## config.mk

```make
export PLATFORM = sky130hd
export DESIGN_NAME = fft_twiddle_sequencer
export DESIGN_NICKNAME = d
export VERILOG_FILES = /design/src/rtl/fft_pkg.sv /design/src/rtl/fft_align_pipe.sv /design/src/rtl/fft_twiddle_sequencer.sv
export SDC_FILE = /design/constraint.sdc
export NUM_CORES = 1
export LEC_CHECK = 0
export ABC_AREA = 1
export BUFFER_PORTS_ARGS = -buffer_cell sky130_fd_sc_hd__clkbuf_2
export CAP_MARGIN = 10
export CORE_MARGIN = 2
export CORE_UTILIZATION = 46
export CTS_BUF_LIST = sky130_fd_sc_hd__clkbuf_8
export CTS_CLUSTER_SIZE = 16
export DETAILED_ROUTE_END_ITERATION = 10
export PLACE_DENSITY_LB_ADDON = 0.08
export SYNTH_ARGS = -nofsm -noshare
export SYNTH_HDL_FRONTEND = slang
export SYNTH_HIERARCHICAL = 1
export SYNTH_SLANG_ARGS = --single-unit
```

## constraint.sdc

```tcl
create_clock -name clk -period 4.4 [get_ports clk]
set_input_delay 1.1 -clock clk [delete_from_list [all_inputs] [get_ports clk]]
set_output_delay 1.1 -clock clk [all_outputs]
set_load 0.05 [all_outputs]
```

## src/rtl/fft_pkg.sv

```systemverilog
`default_nettype none
// ============================================================================
// Module   : fft_pkg
// Brief    : Shared constants, state encoding and twiddle-index helper for
//            the radix-2 DIT FFT address sequencer.
// Revision : 1.0 - initial release
// ============================================================================
package fft_pkg;

    localparam int C_LOG2N_DEF  = 10;
    localparam int C_N_DEF      = 1 << C_LOG2N_DEF;
    localparam int C_HALF_N_DEF = C_N_DEF / 2;

    typedef enum logic [2:0] {
        ST_IDLE  = 3'd0,
        ST_RUN   = 3'd1,
        ST_GAP   = 3'd2,
        ST_DRAIN = 3'd3,
        ST_DONE  = 3'd4
    } state_t;

    // Twiddle exponent for stage s: W_N^(pos * N / 2^(s+1)).
    function automatic logic [31:0] tw_shift(input logic [31:0] pos,
                                             input logic [31:0] s,
                                             input logic [31:0] log2n);
        return pos << (log2n - 32'd1 - s);
    endfunction

endpackage
`default_nettype wire

```

## src/rtl/fft_align_pipe.sv

```systemverilog
`default_nettype none
// ============================================================================
// Module   : fft_align_pipe
// Brief    : DEPTH-stage register delay line with synchronous flush, used to
//            line butterfly addresses up with the twiddle ROM output.
// Revision : 1.0 - initial release
// ============================================================================
module fft_align_pipe #(
    parameter int WIDTH = 8,
    parameter int DEPTH = 1
) (
    input  logic             clk,
    input  logic             rst,
    input  logic             i_flush,
    input  logic [WIDTH-1:0] i_d,
    output logic [WIDTH-1:0] o_q
);

    for (genvar i = 0; i < DEPTH; i++) begin : g_stage
        logic [WIDTH-1:0] w_in;
        logic [WIDTH-1:0] r_q;

        if (i == 0) begin : g_head
            assign w_in = i_d;
        end else begin : g_tail
            assign w_in = g_stage[i-1].r_q;
        end

        always_ff @(posedge clk or posedge rst) begin
            if (rst) begin
                r_q <= '0;
            end else if (i_flush) begin
                r_q <= '0;
            end else begin
                r_q <= w_in;
            end
        end
    end

    assign o_q = g_stage[DEPTH-1].r_q;

endmodule
`default_nettype wire

```

## src/rtl/fft_twiddle_sequencer.sv

```systemverilog
`default_nettype none
// ============================================================================
// Module   : fft_twiddle_sequencer
// Brief    : Stage/butterfly sequencer for an in-place radix-2 DIT FFT; drives
//            the twiddle ROM address and ROM-aligned butterfly addresses.
// Revision : 1.0 - initial release
// ============================================================================
module fft_twiddle_sequencer
    import fft_pkg::*;
#(
    parameter int LOG2N   = C_LOG2N_DEF,
    parameter int ROM_LAT = 1,
    parameter int GAP     = 4
) (
    input  logic                      clk,
    input  logic                      rst,
    input  logic                      start,
    input  logic                      abort,
    output logic [LOG2N-2:0]          tw_addr,
    output logic                      bf_valid,
    output logic [LOG2N-1:0]          bf_addr_a,
    output logic [LOG2N-1:0]          bf_addr_b,
    output logic [$clog2(LOG2N)-1:0]  bf_stage,
    output logic                      bf_last,
    output logic                      busy,
    output logic                      done
);

    localparam int C_AW = LOG2N;
    localparam int C_TW = LOG2N - 1;
    localparam int C_SW = $clog2(LOG2N);
    localparam int C_GW = (GAP > 0) ? $clog2(GAP + 1) : 1;
    localparam int C_DW = $clog2(ROM_LAT + 1);
    localparam int C_PW = 2 * C_AW + C_SW + 2;

    localparam logic [C_TW-1:0] C_J_LAST     = C_TW'((1 << (LOG2N - 1)) - 1);
    localparam logic [C_SW-1:0] C_S_LAST     = C_SW'(LOG2N - 1);
    localparam logic [C_GW-1:0] C_GAP_LOAD   = C_GW'((GAP > 0) ? GAP - 1 : 0);
    localparam logic [C_DW-1:0] C_DRAIN_LOAD = C_DW'(ROM_LAT - 1);

    state_t            r_state;
    logic [C_SW-1:0]   r_s;
    logic [C_TW-1:0]   r_j;
    logic [C_GW-1:0]   r_gap_cnt;
    logic [C_DW-1:0]   r_drain_cnt;

    logic              w_run;
    logic              w_last;
    logic [C_AW-1:0]   w_j_ext;
    logic [C_AW-1:0]   w_span;
    logic [C_AW-1:0]   w_pos;
    logic [C_AW-1:0]   w_grp;
    logic [C_AW-1:0]   w_a;
    logic [C_AW-1:0]   w_b;
    logic [C_TW-1:0]   w_tw;
    logic [C_PW-1:0]   w_pipe_d;
    logic [C_PW-1:0]   w_pipe_q;

    // Butterfly j of stage s splits into a group index and a position in the group.
    assign w_run   = (r_state == ST_RUN);
    assign w_j_ext = {1'b0, r_j};
    assign w_span  = C_AW'(1) << r_s;
    assign w_pos   = w_j_ext & (w_span - 1'b1);
    assign w_grp   = w_j_ext >> r_s;
    assign w_a     = ((w_grp << r_s) << 1) | w_pos;
    assign w_b     = w_a + w_span;
    assign w_tw    = C_TW'(tw_shift(32'(w_pos), 32'(r_s), 32'(LOG2N)));
    assign w_last  = w_run && (r_s == C_S_LAST) && (r_j == C_J_LAST);

    assign tw_addr  = w_run ? w_tw : '0;
    assign w_pipe_d = w_run ? {w_a, w_b, r_s, 1'b1, w_last} : '0;

    always_ff @(posedge clk or posedge rst) begin
        if (rst) begin
            r_state     <= ST_IDLE;
            r_s         <= '0;
            r_j         <= '0;
            r_gap_cnt   <= '0;
            r_drain_cnt <= '0;
            busy        <= 1'b0;
            done        <= 1'b0;
        end else begin
            done <= 1'b0;
            if (abort) begin
                r_state     <= ST_IDLE;
                r_s         <= '0;
                r_j         <= '0;
                r_gap_cnt   <= '0;
                r_drain_cnt <= '0;
                busy        <= 1'b0;
            end else begin
                case (r_state)
                    ST_IDLE: begin
                        if (start) begin
                            r_state <= ST_RUN;
                            r_s     <= '0;
                            r_j     <= '0;
                            busy    <= 1'b1;
                        end
                    end
                    ST_RUN: begin
                        if (r_j == C_J_LAST) begin
                            r_j <= '0;
                            if (r_s == C_S_LAST) begin
                                r_state     <= ST_DRAIN;
                                r_drain_cnt <= C_DRAIN_LOAD;
                            end else if (GAP > 0) begin
                                r_state   <= ST_GAP;
                                r_gap_cnt <= C_GAP_LOAD;
                            end else begin
                                r_s <= r_s + 1'b1;
                            end
                        end else begin
                            r_j <= r_j + 1'b1;
                        end
                    end
                    ST_GAP: begin
                        if (r_gap_cnt == '0) begin
                            r_state <= ST_RUN;
                            r_s     <= r_s + 1'b1;
                        end else begin
                            r_gap_cnt <= r_gap_cnt - 1'b1;
                        end
                    end
                    ST_DRAIN: begin
                        if (r_drain_cnt == '0) begin
                            r_state <= ST_DONE;
                            busy    <= 1'b0;
                            done    <= 1'b1;
                        end else begin
                            r_drain_cnt <= r_drain_cnt - 1'b1;
                        end
                    end
                    ST_DONE: begin
                        r_state <= ST_IDLE;
                    end
                    default: begin
                        r_state <= ST_IDLE;
                    end
                endcase
            end
        end
    end

    fft_align_pipe #(
        .WIDTH (C_PW),
        .DEPTH (ROM_LAT)
    ) u_align (
        .clk     (clk),
        .rst     (rst),
        .i_flush (abort),
        .i_d     (w_pipe_d),
        .o_q     (w_pipe_q)
    );

    assign {bf_addr_a, bf_addr_b, bf_stage, bf_valid, bf_last} = w_pipe_q;

endmodule
`default_nettype wire

```

==> metrics.md, run 1 <==
| Metric | Value |
|---|---|
| Drt first pass iters | 4 |
| GR Overflow Total | 0 |
| Number of top-level pins | 41 |
| Fin crit share | 92.73% |
| Element type at the critical path end | output pin |
| Crit path max fanout | 10 |
| Number of I/O port buffers | 40 |
| Number of flops mapped to enable cells by yosys | 0 |
| Number of clock sinks | 47 |
| Worst-case setup slack after placement | 0.5697 ns |
| Maximum clock rate | 245.1 MHz |
| Total of flip-flops plus latches after synthesis | 47 |
| Layout overhead on the synthesized area | 8.537% |
| Peak supply drop | 0.1376 mV |
| Global placement routability congestion | 0.9680 |
| RSZ-0062 raised after global routing | no |
| Share of cells above drive strength 1 | 16.69% |
| Mapped Nets | 598 |
| Starting density of the core | 47.74% |
| CP Class | flip-flop to output pin |
| Area share of the leading cell type in the synthesized netlist | 29.83% |
| Largest net degree at the start of global routing | 37 |
| Antenna violations before repair | 0 |
| Number of nets at the end of the flow | 630 |
| Number of DRC violations after detailed-routing iteration 0 | 200 |
| Clk root buf | clkbuf_8 |
| Overall power | 1.042 mW |
| Final hold violations | 0 |
| Number of non-filler instances in the completed layout | 710 |
| Core Box Area | 8258 um^2 |
| Number of CTS-inserted buffers | 5 |
| Vias | 3731 |
| Critical Path Source Type | flip-flop |
| Number of H-tree levels | 2 |
| Die footprint | 9328 um^2 |
| Classification of the worst-slack hold path | flip-flop to flip-flop |
| Library cell with the highest instance count after synthesis | nand2_1 |
| Synthesized area | 3943 um^2 |
| Maximum capacitance violations | 0 |
| Clock insertion delay at the later pin of the skew report | 0.31 ns |
| Mean instance size in the synthesized netlist | 6.893 um^2 |
| Setup slack after layout | 0.3201 ns |
| Post-Layout Inst Area | 4279 um^2 |
| Maximum clock skew at final layout | 0.007184 ns |
| Power density over cell area | 243.5 nW/um^2 |
| Leakage dissipation | 2.250 nW |
| Dominant cell type by area after synthesis | dfrtp_1 |
| Core utilization of the finished layout | 51.82% |
| Clk slew on worst S/H paths | 0.10 ns |
| Final Critical Period | 4.080 ns |
| Dpl cells | 702 |
| Antenna cell count | 0 |
| Global-route wire length before repair | 16950 um |
| FP Rows | 33 |
| Result of the run | completed |
| Leading post-synthesis cells by cell area | dfrtp_1 (30%), nand2_1 (12%), inv_1 (7.7%) |
| Warnings from Yosys | 6 |
| Remaining design rule violation count | 0 |
| Most used flip-flop cell after synthesis | dfrtp_1 |
| Clock tree from TritonCTS | built |
| Floorplan die height | 96.58 um |
| Post-DP HPWL | 8384 um |
| Async set-reset flop share out of synthesis | 100.0% |
| Slew HR | 34.35% |
| Required time worst endpoint | 3.30 ns |
| Vias in the first global route | 3471 |
| Vias per Instance | 5.255 |
| Finish-stage setup viols | 0 |
| Most used standard cells in the synthesized netlist | nand2_1 (130), inv_1 (81), nor2_1 (81) |
| Placed cell area | 4156 um^2 |
| Signal arrival time at the worst endpoint | 2.98 ns |
| Routed wire length per instance | 14.86 um |
| Total setup buffers inserted after CTS | 0 |
| Width of the die | 96.58 um |
| Number of antenna-violating nets in the routed design | 0 |
| Gate count after technology mapping | 572 |
| Worst-case clock buffer depth | 2 |
| Total routing usage reported by global routing | 23.65% |
| Hold buffer count at CTS | 0 |
| Total negative slack | 0 ns |
| Fraction of the yosys area taken by sequential cells | 29.83% |
| Max Slew Vio Count | 0 |
| Minimum hold slack | 0.5333 ns |
| Transition time at the pin with the least slew margin | 0.9837 ns |
| Routed wire length | 10550 um |
| Count of unique library cells instantiated by Yosys | 55 |
[metal layers]
metal,wire length (um),GRT usage (%)
met1,4667,30.20
met2,5109,41.15
met3,489,2.870
met4,286,8.216
met5,0,0
[worst max-delay path, cell delays in order (launching register included)]
cell,delay (ns)
dfrtp_1,0.70
inv_8,0.13
nand2_8,0.16
inv_4,0.07
nand2_4,0.07
ha_1,0.18
nand3_1,0.12
nor2_2,0.18
nand2_1,0.07
nand2_1,0.07
nand3_2,0.09
nor3_1,0.15
a31oi_1,0.08
nor2_1,0.12
o21ai_1,0.07
a21oi_1,0.12
clkbuf_2,0.29
[repair_timing]
action | CTS | global route
setup endpoints to repair | 0 | 2
hold endpoints to repair | 0 | 0
resized for setup | 0 | 3
[sequential cells by signal, summed over array words and instances, names as in the netlist]
signal and count:
r_gap_cnt 3, r_s 4, done 1, busy 1, u_align/o_q 26, r_j 9, r_state 3
[where the power goes]
group,switching [mW],internal (mW)
Clock,0.161,0.187
Sequential,0.0161,0.452
Combinational,0.167,0.0590
Total,0.344,0.698
[layout make-up]
type | count | area (um^2)
Clock buffer | 6 | 82.58
Clock inverter | 2 | 38.79
Fill cell | 885 | 3979
Inverter | 91 | 370.4
Multi-Input combinational cell | 414 | 2241
Sequential cell | 47 | 1177
Tap cell | 105 | 131.4
Timing Repair Buffer | 45 | 237.7
[cell usage in the layout (no fill, tap or decap), types with 5 or more instances in the layout]
master    instances
nand3_2           7
o21ai_0          23
nor2_2            7
o21ai_1          10
nor3_1           14
nand2_1         130
nand2_2           8
dfrtp_1          46
inv_2             5
nor2_1           81
a21oi_1          30
buf_4             5
inv_1            81
clkbuf_8          6
a31oi_1           5
ha_1             21
clkbuf_2         39
nand3_1          34
[logic make-up after synthesis]
family                     synth area share, %
buffers and inverters                    13.33
muxes                                   0.2539
adders and majority gates                7.172
and+or+nand+nor                          36.50
xor gates and xnor gates                0.6666
other                                  0.09512
DFF                                      29.83
AOI/OAI and AO/OA                        12.16
[worst paths after layout]
| kind | cells after the start | start | endpoint | slack (ns) |
|---|---|---|---|---|
| worst max register to register | 20 | r_s[1]$_DFFE_PP0P_ | u_align/o_q[15]$_DFF_PP0_ | 0.98 |
| worst min-delay path | 1 | busy$_DFFE_PP0P_ | busy$_DFFE_PP0P_ | 0.53 |
| min in group asynchronous | 2 | rst | r_state[1]$_DFFE_PP0P_ | 0.93 |
| max in group asynchronous | 2 | rst | u_align/o_q[21]$_DFF_PP0_ | 2.80 |
| worst min register to register | 1 | busy$_DFFE_PP0P_ | busy$_DFFE_PP0P_ | 0.53 |
| worst max-delay path | 16 | r_s[2]$_DFFE_PP0P_ | tw_addr[6] | 0.32 |
Power figures use the tool's default switching activity.
==> run 2: changes to the inputs <==
- CAP_MARGIN: 10 -> 0
- MAX_ROUTING_LAYER: default -> met4
==> run 2 against run 1 <==
Wire length fell by 2.7%. Worst hold slack worse by 0.0036 ns. Clock skew grew 0.0029 ns. First-iteration DRC count rose by 13%. Register-to-register slack worse by 0.03 ns. Cell count is 0.14% lower. Die area did not move. Worst setup slack worse by 0.12 ns. Largest cell class unchanged.
==> metrics.md, run 2 (same netlist as run 1, synthesis figures left out) <==
| Metric | Value |
|---|---|
| Global placement routability congestion | 0.9270 |
| Number of DRC violations after detailed-routing iteration 0 | 226 |
| Total routing usage reported by global routing | 24.01% |
| Final Critical Period | 4.203 ns |
| Number of non-filler instances in the completed layout | 709 |
| Vias in the first global route | 3415 |
| Post-DP HPWL | 8072 um |
| Clk slew on worst S/H paths | 0.09 ns |
| Die footprint | 9328 um^2 |
| Clk root buf | clkbuf_8 |
| Maximum capacitance violations | 0 |
| Top library cells by usage in the layout, fill and taps aside | nand2_1 (130), nor2_1 (81), inv_1 (81) |
| Setup slack after layout | 0.1968 ns |
| Global-route wire length before repair | 16760 um |
| Final hold violations | 0 |
| Peak supply drop | 0.1550 mV |
| Element type at the critical path end | output pin |
| Remaining design rule violation count | 0 |
| Total negative slack | 0 ns |
| GR Overflow Total | 0 |
| Dpl cells | 702 |
| Power density over cell area | 237.3 nW/um^2 |
| Width of the die | 96.58 um |
| Finish-stage setup viols | 0 |
| Starting density of the core | 47.74% |
| Number of antenna-violating nets in the routed design | 0 |
| RSZ-0062 raised after global routing | no |
| Routed wire length per instance | 14.49 um |
| Required time worst endpoint | 3.30 ns |
| Max Slew Vio Count | 0 |
| Drt first pass iters | 5 |
| Most common cell after layout, fill and taps aside | nand2_1 |
| Number of I/O port buffers | 40 |
| Number of top-level pins | 41 |
| Hold buffer count at CTS | 0 |
| FP Rows | 33 |
| Largest net degree at the start of global routing | 37 |
| Antenna cell count | 0 |
| Result of the run | completed |
| Transition time at the pin with the least slew margin | 0.9545 ns |
| Maximum clock rate | 237.9 MHz |
| Vias per Instance | 5.116 |
| Critical Path Source Type | flip-flop |
| Crit path max fanout | 20 |
| Core Box Area | 8258 um^2 |
| Layout overhead on the synthesized area | 8.188% |
| Share of cells above drive strength 1 | 16.72% |
| Number of flip-flops under the largest register name | 26 |
| Slew HR | 36.30% |
| Fin crit share | 95.53% |
| Number of nets at the end of the flow | 630 |
| Maximum clock skew at final layout | 0.01010 ns |
| Number of CTS-inserted buffers | 5 |
| CP Class | flip-flop to output pin |
| Clock insertion delay at the later pin of the skew report | 0.31 ns |
| Classification of the worst-slack hold path | flip-flop to flip-flop |
| Antenna violations before repair | 0 |
| Number of H-tree levels | 2 |
| Floorplan die height | 96.58 um |
| Worst-case clock buffer depth | 2 |
| Leakage dissipation | 2.237 nW |
| Routed wire length | 10270 um |
| Vias | 3627 |
| Worst-case setup slack after placement | 0.5508 ns |
| Number of clock sinks | 47 |
| Clock tree from TritonCTS | built |
| Signal arrival time at the worst endpoint | 3.10 ns |
==> run 2: cell types whose count changed in the layout (fill, tap and decap cells not counted) <==
cell        delta
o21ai_0        +1
dfrtp_1        -1
clkbuf_8       -1
clkinvlp_4     +1
dfrtp_2        +1
inv_6          -1
o21ai_1        -1
==> run 2: final cells by class <==
| cell class | instances | area [um^2] |
|---|---|---|
| clock inverters | 2 | 37.54 |
| fillers | 855 | 3993 |
| clock buffers | 5 | 68.82 |
| repair buffers | 45 | 237.7 |
| inverters | 91 | 370.4 |
| multi-input cells | 414 | 2241 |
| well taps | 105 | 131.4 |
| flip-flops and latches | 47 | 1179 |
==> run 2: timing repair <==
action	CTS	global route
resized for setup	0	3
setup buffers	0	0
endpoints found under the setup margin	0	4
==> run 2: final timing paths <==
kind / start / endpoint / slack (ns) / cells after the start
setup reg to reg: r_s[1]$_DFFE_PP0P_ / u_align/o_q[14]$_DFF_PP0_ / 0.95 / 20
max in group asynchronous: rst / u_align/o_q[21]$_DFF_PP0_ / 2.82 / 2
min in group asynchronous: rst / done$_DFF_PP0_ / 0.92 / 2
hold / removal: busy$_DFFE_PP0P_ / busy$_DFFE_PP0P_ / 0.53 / 1
setup / recovery: r_s[1]$_DFFE_PP0P_ / tw_addr[8] / 0.20 / 15
hold reg to reg: busy$_DFFE_PP0P_ / busy$_DFFE_PP0P_ / 0.53 / 1
==> run 2: critical path, stage by stage (launching register included) <==
cell and delay [ns]:
dfrtp_1 0.40, buf_4 0.23, ha_1 0.23, ha_1 0.22, o21ai_0 0.24, nand2_1 0.14, nor2_1 0.12, nor2_1 0.06
nor3_2 0.29, nand2_1 0.11, a21oi_1 0.15, nand2_1 0.06, o21ai_1 0.09, a21oi_1 0.09, nor2_1 0.09, clkbuf_2 0.28
==> run 2: power breakdown <==
part           total, mW  switching [mW]  internal (mW)
combinational      0.224           0.166         0.0586
clock              0.320           0.153          0.166
sequential         0.468          0.0163          0.452
==> run 2: per-stage QoR <==
stage / utilization [%] / cell area, um^2 / power, mW / hold slack [ns]
2_1_floorplan: - / 3943 / 0.6412 / 0.4938
3_3_place_gp: 50.33 / 4156 / 0.6988 / 0.5098
3_5_place_dp: 50.33 / 4156 / 0.7016 / 0.5128
4_1_cts: 51.62 / 4263 / 1.022 / 0.5350
5_1_grt: 51.65 / 4265 / 1.065 / 0.5650
6_report: 51.65 / 4265 / 1.012 / 0.5297
==> run 2: per-layer routing <==
metal | up-vias | GRT usage, % | routed length [um]
li1 | 1875 | - | -
met1 | 1648 | 29.86 | 4717
met2 | 87 | 41.90 | 5009
met3 | 17 | 3.026 | 372
met4 | 0 | 5.164 | 170
met5 | - | - | 0
==> run 3: changes to the inputs <==
- RECOVER_POWER: default -> 100
==> run 3 against run 2 <==
Clock power about the same. Largest power group unchanged. Critical path type unchanged. Cell count unchanged. The flow now finishes with violations (max-capacitance violations, max-slew violations). Register-to-register slack got worse by 0.03 ns. Largest cell class unchanged. Sequential cell count unchanged.
==> metrics.md, run 3 (same netlist as run 1, synthesis figures left out) <==
| Metric | Value |
|---|---|
| Result of the run | complete, but fails checks |
| Violated checks | max-capacitance violations, max-slew violations |
| Clock tree from TritonCTS | built |
| Final Critical Period | 4.204 ns |
| Maximum clock rate | 237.9 MHz |
| GR Overflow Total | 0 |
| Destination of the worst hold path | busy$_DFFE_PP0P_ |
| Leakage dissipation | 2.131 nW |
| Routed wire length per instance | 14.55 um |
| Number of DRC violations after detailed-routing iteration 0 | 203 |
| Number of non-filler instances in the completed layout | 709 |
| Maximum clock skew at final layout | 0.01037 ns |
| Logic depth of the worst register-to-register path | 20 |
| Endpoint of the worst register-to-register path | u_align/o_q[14]$_DFF_PP0_ |
| Launch instance of the worst register-to-register path | r_s[1]$_DFFE_PP0P_ |
| Required time worst endpoint | 3.30 ns |
| FP Rows | 33 |
| Final hold violations | 0 |
| Clk root buf | clkbuf_8 |
| Number of H-tree levels | 2 |
| Routed wire length | 10320 um |
| Peak supply drop | 0.1556 mV |
| RSZ-0062 raised after global routing | no |
| Number of flip-flops under the largest register name | 26 |
| Layout overhead on the synthesized area | 6.950% |
| Die footprint | 9328 um^2 |
| Finish-stage setup viols | 0 |
| Classification of the worst-slack hold path | flip-flop to flip-flop |
| Number of CTS-inserted buffers | 5 |
| Cell depth of the worst min-delay path | 1 |
| CP Class | flip-flop to output pin |
| Number of nets at the end of the flow | 630 |
| Number of fillers in the final layout | 857 |
| Worst Hold Launch | busy$_DFFE_PP0P_ |
| Vias | 3627 |
| Largest net degree at the start of global routing | 37 |
| Global placement routability congestion | 0.9270 |
| Clk slew on worst S/H paths | 0.09 ns |
| Floorplan die height | 96.58 um |
| Top library cells by usage in the layout, fill and taps aside | nand2_1 (132), inv_1 (82), nor2_1 (81) |
| Core Box Area | 8258 um^2 |
| Post-DP HPWL | 8072 um |
| Slew HR | -2.016% |
| Number of top-level pins | 41 |
| Global-route wire length before repair | 16760 um |
| Max Slew Vio Count | 37 |
| Critical Path Source Type | flip-flop |
| Setup slack after layout | 0.1961 ns |
| Core utilization of the finished layout | 51.06% |
| Power density over cell area | 239.1 nW/um^2 |
| Worst-case clock buffer depth | 2 |
| Hold buffer count at CTS | 0 |
| Number of antenna-violating nets in the routed design | 0 |
| Reg2Reg Setup Slack | 0.92 ns |
| Vias per Instance | 5.116 |
| Share of cells above drive strength 1 | 10.93% |
| Total negative slack | 0 ns |
| Starting density of the core | 47.74% |
| Total area of sequential cells | 1179 um^2 |
| Width of the die | 96.58 um |
| Total routing usage reported by global routing | 24.01% |
| Multi-input gate area in the final layout | 2231 um^2 |
| Signal arrival time at the worst endpoint | 3.10 ns |
| Antenna violations before repair | 0 |
| Remaining design rule violation count | 0 |
| Number of clock sinks | 47 |
| Clock insertion delay at the later pin of the skew report | 0.31 ns |
| Element type at the critical path end | output pin |
| Number of I/O port buffers | 40 |
| Antenna cell count | 0 |
| Drt first pass iters | 6 |
| Vias in the first global route | 3415 |
| Minimum hold slack | 0.5294 ns |
| Worst-case setup slack after placement | 0.5508 ns |
| Crit path max fanout | 20 |
| Most common cell after layout, fill and taps aside | nand2_1 |
| Fin crit share | 95.54% |
| Dpl cells | 702 |
| Maximum capacitance violations | 1 |
| Transition time at the pin with the least slew margin | 1.530 ns |
[run 3: layout make-up]
class,instances,area share [%]
inverter,91,8.783
clock buffer,5,1.632
sequential,47,27.95
multi-input combinational,414,52.91
timing repair buffer,45,4.718
clock inverter,2,0.8902
tap,105,3.116
[run 3: worst max-delay path by stage]
| stage | from | endpoint | slack [ns] | cells past startpoint |
|---|---|---|---|---|
| floorplan | r_s[1]$_DFFE_PP0P_ | tw_addr[6] | 0.04 | 18 |
| CTS | r_s[3]$_DFFE_PP0P_ | tw_addr[8] | 0.21 | 16 |
| global route | r_s[1]$_DFFE_PP0P_ | tw_addr[6] | 0.006 | 15 |
| detailed placement | r_s[3]$_DFFE_PP0P_ | tw_addr[8] | 0.55 | 16 |
| finish | r_s[1]$_DFFE_PP0P_ | tw_addr[8] | 0.20 | 15 |
| global placement | r_s[1]$_DFFE_PP0P_ | tw_addr[8] | 0.53 | 15 |
[run 3: stage by stage]
stage | total power [mW] | area [um^2]
after floorplan | 0.6412 | 3943
after global placement | 0.6988 | 4156
after detailed placement | 0.7016 | 4156
after CTS | 1.022 | 4263
after global routing | 1.061 | 4217
final | 1.008 | 4217
[run 3: where the power goes]
group	leakage [nW]	total (mW)	internal [mW]	switching, mW
logic	1.44	0.221	0.0557	0.165
clock network	0.0502	0.319	0.166	0.153
registers	0.642	0.468	0.452	0.0163
total	2.13	1.01	0.674	0.334
[run 3: critical path, cell delays in order, from the launching register on]
cell and delay, ns:
dfrtp_1 0.40, buf_4 0.22, ha_1 0.23, ha_1 0.22
o21ai_0 0.25, nand2_1 0.14, nor2_1 0.12, nor2_1 0.06
nor3_2 0.29, nand2_1 0.11, a21oi_1 0.15, nand2_1 0.06
o21ai_1 0.09, a21oi_1 0.08, nor2_1 0.09, clkbuf_2 0.28
[run 3: per-layer routing]
metal | routed length, um | track usage [%] | vias up
li1 | - | - | 1877
met1 | 4748 | 29.86 | 1654
met2 | 5072 | 41.90 | 81
met3 | 350 | 3.026 | 15
met4 | 144 | 5.164 | 0
met5 | 0 | - | -
[run 3: repair_timing]
item,in CTS,in global routing
setup buffers,0,0
endpoints found under the hold margin,0,0
gates resized for setup,0,3
setup endpoints to repair,0,4
